===== config.mk =====
export PLATFORM = sky130hd
export DESIGN_NAME = uart_tx_fifo_flat
export DESIGN_NICKNAME = d
export VERILOG_FILES = /design/src/rtl/uart_tx_fifo_if.sv /design/src/rtl/uart_tx_fifo.sv /design/src/flat_wrapper.sv
export SDC_FILE = /design/constraint.sdc
export NUM_CORES = 1
export LEC_CHECK = 0
export CELL_PAD_IN_SITES_DETAIL_PLACEMENT = 1
export CELL_PAD_IN_SITES_GLOBAL_PLACEMENT = 2
export CORE_MARGIN = 2
export CORE_UTILIZATION = 46
export CTS_BUF_LIST = sky130_fd_sc_hd__clkbuf_8 sky130_fd_sc_hd__clkbuf_16
export DETAILED_ROUTE_END_ITERATION = 10
export GPL_ROUTABILITY_DRIVEN = 0
export HOLD_SLACK_MARGIN = 0.15
export PLACE_DENSITY = 0.82
export SLEW_MARGIN = 10
export SYNTH_ARGS = -nofsm -noshare
export SYNTH_HDL_FRONTEND = slang
export SYNTH_SLANG_ARGS = --single-unit

===== constraint.sdc =====
create_clock -name i_clk -period 4.4 [get_ports i_clk]
set_input_delay 0.88 -clock i_clk [delete_from_list [all_inputs] [get_ports i_clk]]
set_output_delay 0.88 -clock i_clk [all_outputs]
set_load 0.02 [all_outputs]

===== src/rtl/uart_tx_fifo_if.sv =====
// Write-side bundle for uart_tx_fifo: byte strobe from the producer, FIFO status back.
interface uart_tx_fifo_if #(
    parameter int ADDR_W = 3
);
    logic              i_wr_en;
    logic [7:0]        i_wr_byte;
    logic              o_full;
    logic              o_empty;
    logic [ADDR_W:0]   o_count;
    logic              o_overflow;

    modport master (
        output i_wr_en, i_wr_byte,
        input  o_full, o_empty, o_count, o_overflow
    );

    modport slave (
        input  i_wr_en, i_wr_byte,
        output o_full, o_empty, o_count, o_overflow
    );
endinterface


===== src/rtl/uart_tx_fifo.sv =====
// Buffered 8N1/8N2 UART transmitter: a small circular FIFO feeding a
// START/DATA/STOP serializer that drains queued bytes back-to-back.
module uart_tx_fifo #(
    parameter int CLKS_PER_BIT = 434,
    parameter int FIFO_DEPTH   = 8,
    parameter int ADDR_W       = 3,
    parameter int STOP_BITS    = 1
) (
    input  logic          i_clk,
    input  logic          i_rst,
    uart_tx_fifo_if.slave io_wr,
    output logic          o_dataline,
    output logic          o_busy,
    output logic          o_send_complete
);
    localparam int                BAUD_W     = $clog2(CLKS_PER_BIT);
    localparam logic [BAUD_W-1:0] BAUD_LAST  = BAUD_W'(CLKS_PER_BIT - 1);
    localparam logic [ADDR_W:0]   COUNT_FULL = (ADDR_W + 1)'(FIFO_DEPTH);
    localparam logic              STOP_LAST  = 1'(STOP_BITS - 1);

    typedef enum logic [1:0] {
        S_IDLE,
        S_START,
        S_DATA,
        S_STOP
    } state_t;

    state_t              r_state;
    state_t              w_state_next;
    logic [7:0]          r_mem [FIFO_DEPTH];
    logic [ADDR_W-1:0]   r_wr_ptr;
    logic [ADDR_W-1:0]   r_rd_ptr;
    logic [ADDR_W:0]     r_count;
    logic                r_full;
    logic                r_empty;
    logic                r_overflow;
    logic [7:0]          r_shift;
    logic [2:0]          r_bit_idx;
    logic [BAUD_W-1:0]   r_baud;
    logic                r_stop_idx;
    logic                w_pop;
    logic                w_push;
    logic                w_baud_last;

    // Pop keys off the registered empty flag, so a byte written into an idle
    // FIFO starts its frame two edges after the write.
    assign w_pop       = (r_state == S_IDLE) && !r_empty;
    assign w_push      = io_wr.i_wr_en && ((r_count != COUNT_FULL) || w_pop);
    assign w_baud_last = (r_baud == BAUD_LAST);

    assign io_wr.o_full     = r_full;
    assign io_wr.o_empty    = r_empty;
    assign io_wr.o_count    = r_count;
    assign io_wr.o_overflow = r_overflow;

    always_ff @(posedge i_clk) begin
        if (i_rst) begin
            r_wr_ptr   <= '0;
            r_rd_ptr   <= '0;
            r_count    <= '0;
            r_full     <= 1'b0;
            r_empty    <= 1'b1;
            r_overflow <= 1'b0;
        end else begin
            if (w_push) begin
                r_wr_ptr <= r_wr_ptr + ADDR_W'(1);
            end
            if (w_pop) begin
                r_rd_ptr <= r_rd_ptr + ADDR_W'(1);
            end
            if (w_push && !w_pop) begin
                r_count <= r_count + (ADDR_W + 1)'(1);
            end else if (!w_push && w_pop) begin
                r_count <= r_count - (ADDR_W + 1)'(1);
            end
            r_full     <= (r_count == COUNT_FULL);
            r_empty    <= (r_count == '0);
            r_overflow <= io_wr.i_wr_en && !w_push;
        end
    end

    always_ff @(posedge i_clk) begin
        if (w_push) begin
            r_mem[r_wr_ptr] <= io_wr.i_wr_byte;
        end
    end

    always_ff @(posedge i_clk) begin
        if (i_rst) begin
            r_state    <= S_IDLE;
            r_shift    <= '0;
            r_bit_idx  <= '0;
            r_baud     <= '0;
            r_stop_idx <= 1'b0;
        end else begin
            r_state <= w_state_next;
            if (w_pop) begin
                r_shift    <= r_mem[r_rd_ptr];
                r_bit_idx  <= '0;
                r_baud     <= '0;
                r_stop_idx <= 1'b0;
            end else if (r_state != S_IDLE) begin
                r_baud <= w_baud_last ? '0 : r_baud + BAUD_W'(1);
                if (w_baud_last && (r_state == S_DATA)) begin
                    r_shift   <= {1'b0, r_shift[7:1]};
                    r_bit_idx <= r_bit_idx + 3'd1;
                end
                if (w_baud_last && (r_state == S_STOP)) begin
                    r_stop_idx <= ~r_stop_idx;
                end
            end
        end
    end

    always_comb begin
        w_state_next    = r_state;
        o_dataline      = 1'b1;
        o_busy          = 1'b1;
        o_send_complete = 1'b0;
        unique case (r_state)
            S_IDLE: begin
                o_busy = 1'b0;
                if (!r_empty) begin
                    w_state_next = S_START;
                end
            end
            S_START: begin
                o_dataline = 1'b0;
                if (w_baud_last) begin
                    w_state_next = S_DATA;
                end
            end
            S_DATA: begin
                o_dataline = r_shift[0];
                if (w_baud_last && (r_bit_idx == 3'd7)) begin
                    w_state_next = S_STOP;
                end
            end
            S_STOP: begin
                if (w_baud_last && (r_stop_idx == STOP_LAST)) begin
                    o_send_complete = 1'b1;
                    w_state_next    = S_IDLE;
                end
            end
            default: w_state_next = S_IDLE;
        endcase
    end
endmodule


===== src/flat_wrapper.sv =====
// flat-port wrapper written by rule: the top's interface ports become plain ports
module uart_tx_fifo_flat 
#(
    parameter int CLKS_PER_BIT = 434,
    parameter int FIFO_DEPTH   = 8,
    parameter int ADDR_W       = 3,
    parameter int STOP_BITS    = 1
)
  (i_clk, i_rst, o_dataline, o_busy, o_send_complete, io_wr_i_wr_en, io_wr_i_wr_byte, io_wr_o_full, io_wr_o_empty, io_wr_o_count, io_wr_o_overflow);
  uart_tx_fifo_if #(.ADDR_W(ADDR_W)) io_wr_i ();
  input  logic i_clk;
  input  logic i_rst;
  output logic o_dataline;
  output logic o_busy;
  output logic o_send_complete;
  input wire logic [$bits(io_wr_i.i_wr_en)-1:0] io_wr_i_wr_en;
  input wire logic [$bits(io_wr_i.i_wr_byte)-1:0] io_wr_i_wr_byte;
  output wire logic [$bits(io_wr_i.o_full)-1:0] io_wr_o_full;
  output wire logic [$bits(io_wr_i.o_empty)-1:0] io_wr_o_empty;
  output wire logic [$bits(io_wr_i.o_count)-1:0] io_wr_o_count;
  output wire logic [$bits(io_wr_i.o_overflow)-1:0] io_wr_o_overflow;
  assign io_wr_i.i_wr_en = io_wr_i_wr_en;
  assign io_wr_i.i_wr_byte = io_wr_i_wr_byte;
  assign io_wr_o_full = io_wr_i.o_full;
  assign io_wr_o_empty = io_wr_i.o_empty;
  assign io_wr_o_count = io_wr_i.o_count;
  assign io_wr_o_overflow = io_wr_i.o_overflow;
  uart_tx_fifo #(.CLKS_PER_BIT(CLKS_PER_BIT), .FIFO_DEPTH(FIFO_DEPTH), .ADDR_W(ADDR_W), .STOP_BITS(STOP_BITS)) u_core (.i_clk(i_clk), .i_rst(i_rst), .io_wr(io_wr_i), .o_dataline(o_dataline), .o_busy(o_busy), .o_send_complete(o_send_complete));
endmodule

Word-level counts from Yosys, hierarchy flattened

Memories as Yosys holds them, arrays and structs flattened. A register that Yosys moved wholly into a read port is not among the register bits.
Cells that the tools add are included.

Flip-flop bits (word level): 36
Bits in writable memories: 64
Word-level logic and storage cells: 73
Memories: 1

Add/subtract/negate cells: 6
Equality and inequality tests: 11
Mux-type cells: 19
Bitwise gates (word level): 1
Reduce and logical (&&, ||, !) cells: 24

Memories:

| name         | depth | bits a word | read ports | clocked after Yosys merged registers in | write ports | RTL line           | text |
|---|---|---|---|---|---|---|---|
| u_core.r_mem | 8     | 8           | 1          | 1                                       | 1           | uart_tx_fifo.sv:30 | `logic [7:0] r_mem [FIFO_DEPTH];` |

Operators by type and width:

| kind                                             | number |
|---|---|
| two-way mux 8 bit                                | 3 |
| adder 3 x 1 -> 3 bit, second input constant      | 3 |
| adder 9 x 1 -> 9 bit, second input constant      | 1 |
| == test 9 bit, second input constant             | 1 |
| logical AND 1 bit                                | 9 |
| two-way mux 9 bit                                | 1 |
| two-way mux 2 bit                                | 4 |
| two-way mux 4 bit                                | 2 |
| case mux 2 bit (4 select lines)                  | 1 |
| nonzero test 2 bit                               | 4 |
| two-way mux 3 bit                                | 2 |
| inequality test 2 bit, second input constant     | 3 |
| AND reduction 2 bit                              | 3 |
| two-way mux 1 bit                                | 5 |
| adder 4 x 1 -> 4 bit, second input constant      | 1 |
| == test 2 bit, second input constant             | 2 |
| == test 4 bit, second input constant             | 1 |
| logical NOT 4 bit                                | 1 |
| inequality test 4 bit, second input constant     | 1 |
| AND reduction 4 bit                              | 1 |
| subtractor 4 x 1 -> 4 bit, second input constant | 1 |
| == test 3 bit, second input constant             | 1 |
| logical NOT 1 bit                                | 3 |
| == test 2 x 1 -> 1 bit, second input constant    | 1 |
| 6 further kinds                                  | 6 |

Longest topological paths before layout

Depth in word-level cells: 8
Mapped depth: 14
Depth with buffers taken out: 14

Worst setup path before layout

Ideal clock, no wire load.

Kind: flip-flop to flip-flop
Start point: register u_core.r_state[0]
End point: register u_core.r_count[3] (netlist: u_core.io_wr.o_count[3])
Setup time: 70 ps
Data arrival time: 2649 ps
Required time: 4330 ps
Path slack: 1681 ps
Cell stages (with the launch flop): 15
Path buffers: 0
Period minus slack after synthesis: 2719 ps
Cells stage by stage: dfxtp_1 inv_1 ha_1 inv_1 nor2_1 o21ai_2 inv_1 ha_1 inv_1 ha_1 a21o_1 a21oi_1 xnor2_1 or3_1 a21oi_1

Word-level cells in the longest chain between the ends: 7
Elaborated cells between the ends (all ways): 10
Classes of those cells: mux (1); reduce/logical (9)

RTL lines:

| item                         | RTL line           | text |
|---|---|---|
| from (decl)                  | uart_tx_fifo.sv:28 | `state_t r_state;` |
| from (signal assigned)       | uart_tx_fifo.sv:96 | `r_state <= w_state_next;` |
| logical NOT 2 bit *          | uart_tx_fifo.sv:47 | `assign w_pop = (r_state == S_IDLE) && !r_empty;` |
| logical AND 1 bit *          | uart_tx_fifo.sv:47 |  |
| logical OR 1 bit *           | uart_tx_fifo.sv:48 | `assign w_push = io_wr.i_wr_en && ((r_count != COUNT_FULL) \|\| w_pop);` |
| logical AND 1 bit *          | uart_tx_fifo.sv:48 |  |
| via u_core.w_push            | uart_tx_fifo.sv:42 | `logic w_push;` |
| logical NOT 1 bit            | uart_tx_fifo.sv:73 | `end else if (!w_push && w_pop) begin` |
| logical AND 1 bit            | uart_tx_fifo.sv:73 |  |
| nonzero test 2 bit (no line) | n/a                |  |
| to (signal assigned)         | uart_tx_fifo.sv:72 | `r_count <= r_count + (ADDR_W + 1)'(1);` |
| to (signal assigned)         | uart_tx_fifo.sv:74 | `r_count <= r_count - (ADDR_W + 1)'(1);` |
| to (decl)                    | uart_tx_fifo.sv:33 | `logic [ADDR_W:0] r_count;` |

The timed path passes the listed nets; every way through them passes the cells marked *.
A chain may end at the register's enable or synchronous reset.

Worst setup path after layout

Start point: register u_core.r_state[0]
End point: register u_core.r_count[3] (netlist: u_core.io_wr.o_count[3])

Word-level cells in the longest chain between the ends: 7
Elaborated cells between the ends (all ways): 10
Classes of those cells: mux (1); reduce/logical (9)

RTL lines:

| item                         | RTL line |
|---|---|
| logical NOT 2 bit *          | uart_tx_fifo.sv:47 |
| logical AND 1 bit *          | uart_tx_fifo.sv:47 |
| logical OR 1 bit             | uart_tx_fifo.sv:48 |
| logical AND 1 bit            | uart_tx_fifo.sv:48 |
| logical NOT 1 bit            | uart_tx_fifo.sv:73 |
| logical AND 1 bit            | uart_tx_fifo.sv:73 |
| nonzero test 2 bit (no line) | n/a |

Every way passes the cells marked *; elsewhere a longest branch is shown, timed or not.

==> tab_implementation.tex <==
\begin{tabular}{lr}
\hline
Metric & Value \\
\hline
\multicolumn{2}{l}{\textbf{Outcome}} \\
Status & finished, final reports clean \\
\multicolumn{2}{l}{\textbf{Floorplanning}} \\
Die area & 10,100 µm² \\
Die Width & 100 µm \\
Die height & 100 µm \\
Top-level I/O count & 21 \\
Core outline area & 9150 µm² \\
Number of placement rows & 35 \\
Initial core utilization & 46.8\% \\
\multicolumn{2}{l}{\textbf{Cells and area}} \\
Layout cells sized above 1 & roughly an eighth \\
Final Util & between 50\% and 60\% \\
Nets & 345 \\
Number of antenna cells inserted & 0 \\
Post-layout instance count excluding filler cells & 435 \\
Commonest cells after routing, fill and taps aside & sky130\_fd\_sc\_hd\_\_edfxtp\_1, sky130\_fd\_sc\_hd\_\_nor2\_1, sky130\_fd\_sc\_hd\_\_dfxtp\_1, sky130\_fd\_sc\_hd\_\_clkdlybuf4s50\_1, sky130\_fd\_sc\_hd\_\_ha\_1 \\
Most common library cell in the layout ignoring fill and taps & sky130\_fd\_sc\_hd\_\_edfxtp\_1 \\
P\&R area growth vs syn & 12.3\% \\
\multicolumn{2}{l}{\textbf{Route}} \\
DR vias & 2,380 \\
Drt via density & approximately 5.5 \\
Wire length per cell after detailed routing & 18.3 µm \\
Routed Wire Length & around 8.0 mm \\
Detail Route Antenna Nets & 0 \\
Router iterations before antenna repair & 4 \\
DRC violation count after routing & 0 \\
Violation count after the first detailed-routing iteration & 99 \\
\multicolumn{2}{l}{\textbf{Critical path}} \\
Arrival @ worst endpoint & 3590 ps \\
Reg2reg start & u\_core.r\_state[0]\$\_SDFFE\_PP0P\_ \\
Internal reg-to-reg setup slack & around 1100 ps \\
Setup crit start kind & register \\
Kind of end point of the critical path & register \\
R2R cell count & 13 \\
Worst endpoint required time & around 4700 ps \\
Classification of the worst setup path & register to register \\
Max Fanout on Critical Path & 13 \\
Reg-to-Reg End & u\_core.io\_wr.o\_count[3]\$\_SDFFE\_PP0P\_ \\
\multicolumn{2}{l}{\textbf{Power and ir drop}} \\
Combinational share of power & 27.3\% \\
Internal power & 1.76 mW \\
Total chip power & 2.60 mW \\
Power density normalized to cell area & 541 nW/µm² \\
Leakage power of the design & 1.65 nW \\
Worst VDD drop & around 0.00023 V \\
Switching part of the total power & 32.2\% \\
Sequential fraction of design power & around 48\% \\
Clock share of power & 24.3\% \\
Switching component of the power & 0.839 mW \\
\multicolumn{2}{l}{\textbf{Timing}} \\
Final hold violation count & 0 \\
Final Max Tran Viols & 0 \\
Number of setup violations in the final report & 0 \\
Setup skew after layout & about 18 ps \\
Post-route setup TNS & 0 ps \\
Worst-margin pin slew & between 1000 and 1500 ps \\
Max-slew headroom & 28.8\% \\
Fmax & approximately 300 MHz \\
Part of the cycle the worst path needs & 75.3\% \\
Worst hold slack across all endpoints & $\sim$500 ps \\
Setup repair after global routing missed its margin & false \\
Final period demand of the worst path & 3310 ps \\
\multicolumn{2}{l}{\textbf{Clock tree}} \\
TritonCTS Buffers & 9 \\
Number of gates resized after CTS & 0 \\
Number of hold buffers added after cts & 0 \\
Root Buffer Master & sky130\_fd\_sc\_hd\_\_clkbuf\_8 \\
TritonCTS clock tree & done \\
Deepest clock path buffer count & 2 \\
H-tree depth & 3 \\
Clock-pin slew reported for the worst setup and hold paths after clock tree synthesis & 100 ps \\
Number of setup buffers added after CTS & 0 \\
Clock sink count & 103 \\
Latest clock arrival within the worst-skew pair & 370 ps \\
\multicolumn{2}{l}{\textbf{Placement}} \\
Half-perimeter wire length after detailed placement & 5.30 mm \\
Count of port buffers added during placement & 20 \\
\# placed instances & 419 \\
\multicolumn{2}{l}{\textbf{Logic synthesis}} \\
Total number of yosys warnings & 0 \\
Largest cells by area after synthesis & sky130\_fd\_sc\_hd\_\_edfxtp\_1, sky130\_fd\_sc\_hd\_\_dfxtp\_1, sky130\_fd\_sc\_hd\_\_mux4\_1, sky130\_fd\_sc\_hd\_\_mux4\_2, sky130\_fd\_sc\_hd\_\_nor2\_1 \\
Area share of the largest cell type after synthesis & $\sim$45\% \\
Most instantiated flip-flop cell in the synthesis netlist & sky130\_fd\_sc\_hd\_\_edfxtp\_1 \\
Synthesized net count & 320 \\
Synth cell types & 42 \\
Synthesized flop and latch total & 103 \\
Share of the yosys chip area belonging to registers & a little over three fifths \\
Post-Synthesis Mean Instance Area & 14.6 µm² \\
Cell count after synthesis & just under 300 \\
Cell type with the highest aggregate area in the netlist & sky130\_fd\_sc\_hd\_\_edfxtp\_1 \\
Asr flop ratio synth & 0\% \\
Post-synth EDFFs & 64 \\
Combined area of all synthesized cells & about 4300 µm² \\
\multicolumn{2}{l}{\textbf{Job}} \\
Total of max-cap violations & 0 \\
\multicolumn{2}{l}{\textbf{Global routing}} \\
Initial antenna violation count & 0 \\
GR Util All Layers & approximately 18\% \\
Wire length of the first global-routing pass & 13.2 mm \\
Pin count of the biggest net entering global routing & 26 \\
Sum of overflow across all layers after global routing & 0 \\
Vias in the first global route & 2,500 \\
\multicolumn{2}{l}{\textbf{Worst hold path}} \\
Min-Delay Path Depth & 2 \\
HP Class & register to register \\
Worst-case hold path end point & u\_core.r\_rd\_ptr[1]\$\_SDFFE\_PP0N\_ \\
Worst Min Path Start & u\_core.r\_rd\_ptr[1]\$\_SDFFE\_PP0N\_ \\
\hline
\end{tabular}
## state kept, by name (all words and copies together) (netlist names), named ones only
signal,count
u_core.r_mem,64
u_core.r_baud,9
u_core.r_shift,8
u_core.io_wr.o_count,4
u_core.r_bit_idx,3
u_core.r_rd_ptr,3
u_core.r_wr_ptr,3
u_core.r_state,2
u_core.io_wr.o_empty,1
u_core.io_wr.o_full,1
u_core.io_wr.o_overflow,1
u_core.r_stop_idx,1
## worst max-delay path, cell delays in order, from the launching register on
cell and delay, ps:
sky130_fd_sc_hd__dfxtp_1 350, sky130_fd_sc_hd__inv_1 120, sky130_fd_sc_hd__ha_1 440, sky130_fd_sc_hd__inv_1 110, sky130_fd_sc_hd__nor2_1 350, sky130_fd_sc_hd__inv_1 320, sky130_fd_sc_hd__ha_1 310, sky130_fd_sc_hd__inv_1 120
sky130_fd_sc_hd__ha_1 240, sky130_fd_sc_hd__a21o_1 170, sky130_fd_sc_hd__a21oi_1 170, sky130_fd_sc_hd__xnor2_1 90, sky130_fd_sc_hd__or3_1 300, sky130_fd_sc_hd__a21oi_1 140
## cell families (layout without fill, tap and decap cells)
| logic type | after synthesis | in the layout | share of synthesized area, % |
|---|---|---|---|
| AOI/OAI and AO/OA | 24 | 24 | 4.44 |
| muxes | 28 | 28 | 11.9 |
| DFF | 103 | 103 | 63.2 |
| xor gates and xnor gates | 17 | 17 | 3.48 |
| buffers and inverters | 21 | 51 | 2.60 |
| adders and majority gates | 15 | 15 | 4.56 |
| and+or+nand+nor | 86 | 86 | 9.82 |
## power groups by stage
stage	clock network, mW	logic [mW]	registers (mW)
6_report	0.632	0.709	1.26
5_1_grt	0.683	0.799	1.28
4_1_cts	0.653	0.724	1.26
3_5_place_dp	0	0.716	1.28
3_3_place_gp	0	0.701	1.28
2_1_floorplan	0	0.571	1.23
## metrics by stage
stage | area, µm² | setup slack (ps)
finish | 4810 | 1090
global route | 4810 | 676
CTS | 4810 | 1020
detailed placement | 4590 | 1050
global placement | 4590 | 1190
floorplan | 4280 | 1680
## final cells by class
class	count	area [µm²]
Clock buffer	9	124
Clock inverter	7	95.1
Fill cell	882	4350
Inverter	10	37.5
Multi-Input combinational cell	170	1470
Sequential cell	103	2700
Tap cell	111	139
Timing Repair Buffer	25	238
## worst max-delay path by stage
stage | start | to | slack (ps)
after floorplan | u_core.r_state[0]$_SDFFE_PP0P_ | u_core.io_wr.o_count[3]$_SDFFE_PP0P_ | 1680
after global placement | u_core.r_state[0]$_SDFFE_PP0P_ | u_core.io_wr.o_count[3]$_SDFFE_PP0P_ | 1190
after detailed placement | u_core.r_state[0]$_SDFFE_PP0P_ | u_core.io_wr.o_count[3]$_SDFFE_PP0P_ | 1050
after CTS | u_core.r_state[0]$_SDFFE_PP0P_ | u_core.io_wr.o_count[3]$_SDFFE_PP0P_ | 1020
after global routing | u_core.r_state[0]$_SDFFE_PP0P_ | u_core.io_wr.o_count[3]$_SDFFE_PP0P_ | 680
final | u_core.r_state[0]$_SDFFE_PP0P_ | u_core.io_wr.o_count[3]$_SDFFE_PP0P_ | 1090
## synth_stat cells (all sizes together) (2+ instances only)
| library cell | instances |
|---|---|
| nor3 | 6 |
| xor2 | 6 |
| xnor2 | 11 |
| mux2i | 12 |
| nand2 | 12 |
| nand2b | 3 |
| nor4 | 2 |
| and3 | 4 |
| dfxtp | 39 |
| o21ai | 3 |
| a21oi | 7 |
| edfxtp | 64 |
| a221oi | 7 |
| inv | 10 |
| buf | 7 |
| nor2 | 48 |
| nand4b | 2 |
| nor3b | 2 |
| ha | 14 |
| a21o | 2 |
| clkbuf | 4 |
| mux4 | 16 |
## layer usage
layer / wire length (µm) / GRT usage (%) / vias to the layer above
li1: - / - / 1141
met1: 3640 / 22.5 / 1195
met2: 4000 / 29.8 / 38
met3: 243 / 3.81 / 6
met4: 73 / 5.69 / 0
met5: 0 / 0 / -
Note: power is estimated with default switching activity, not from simulation.
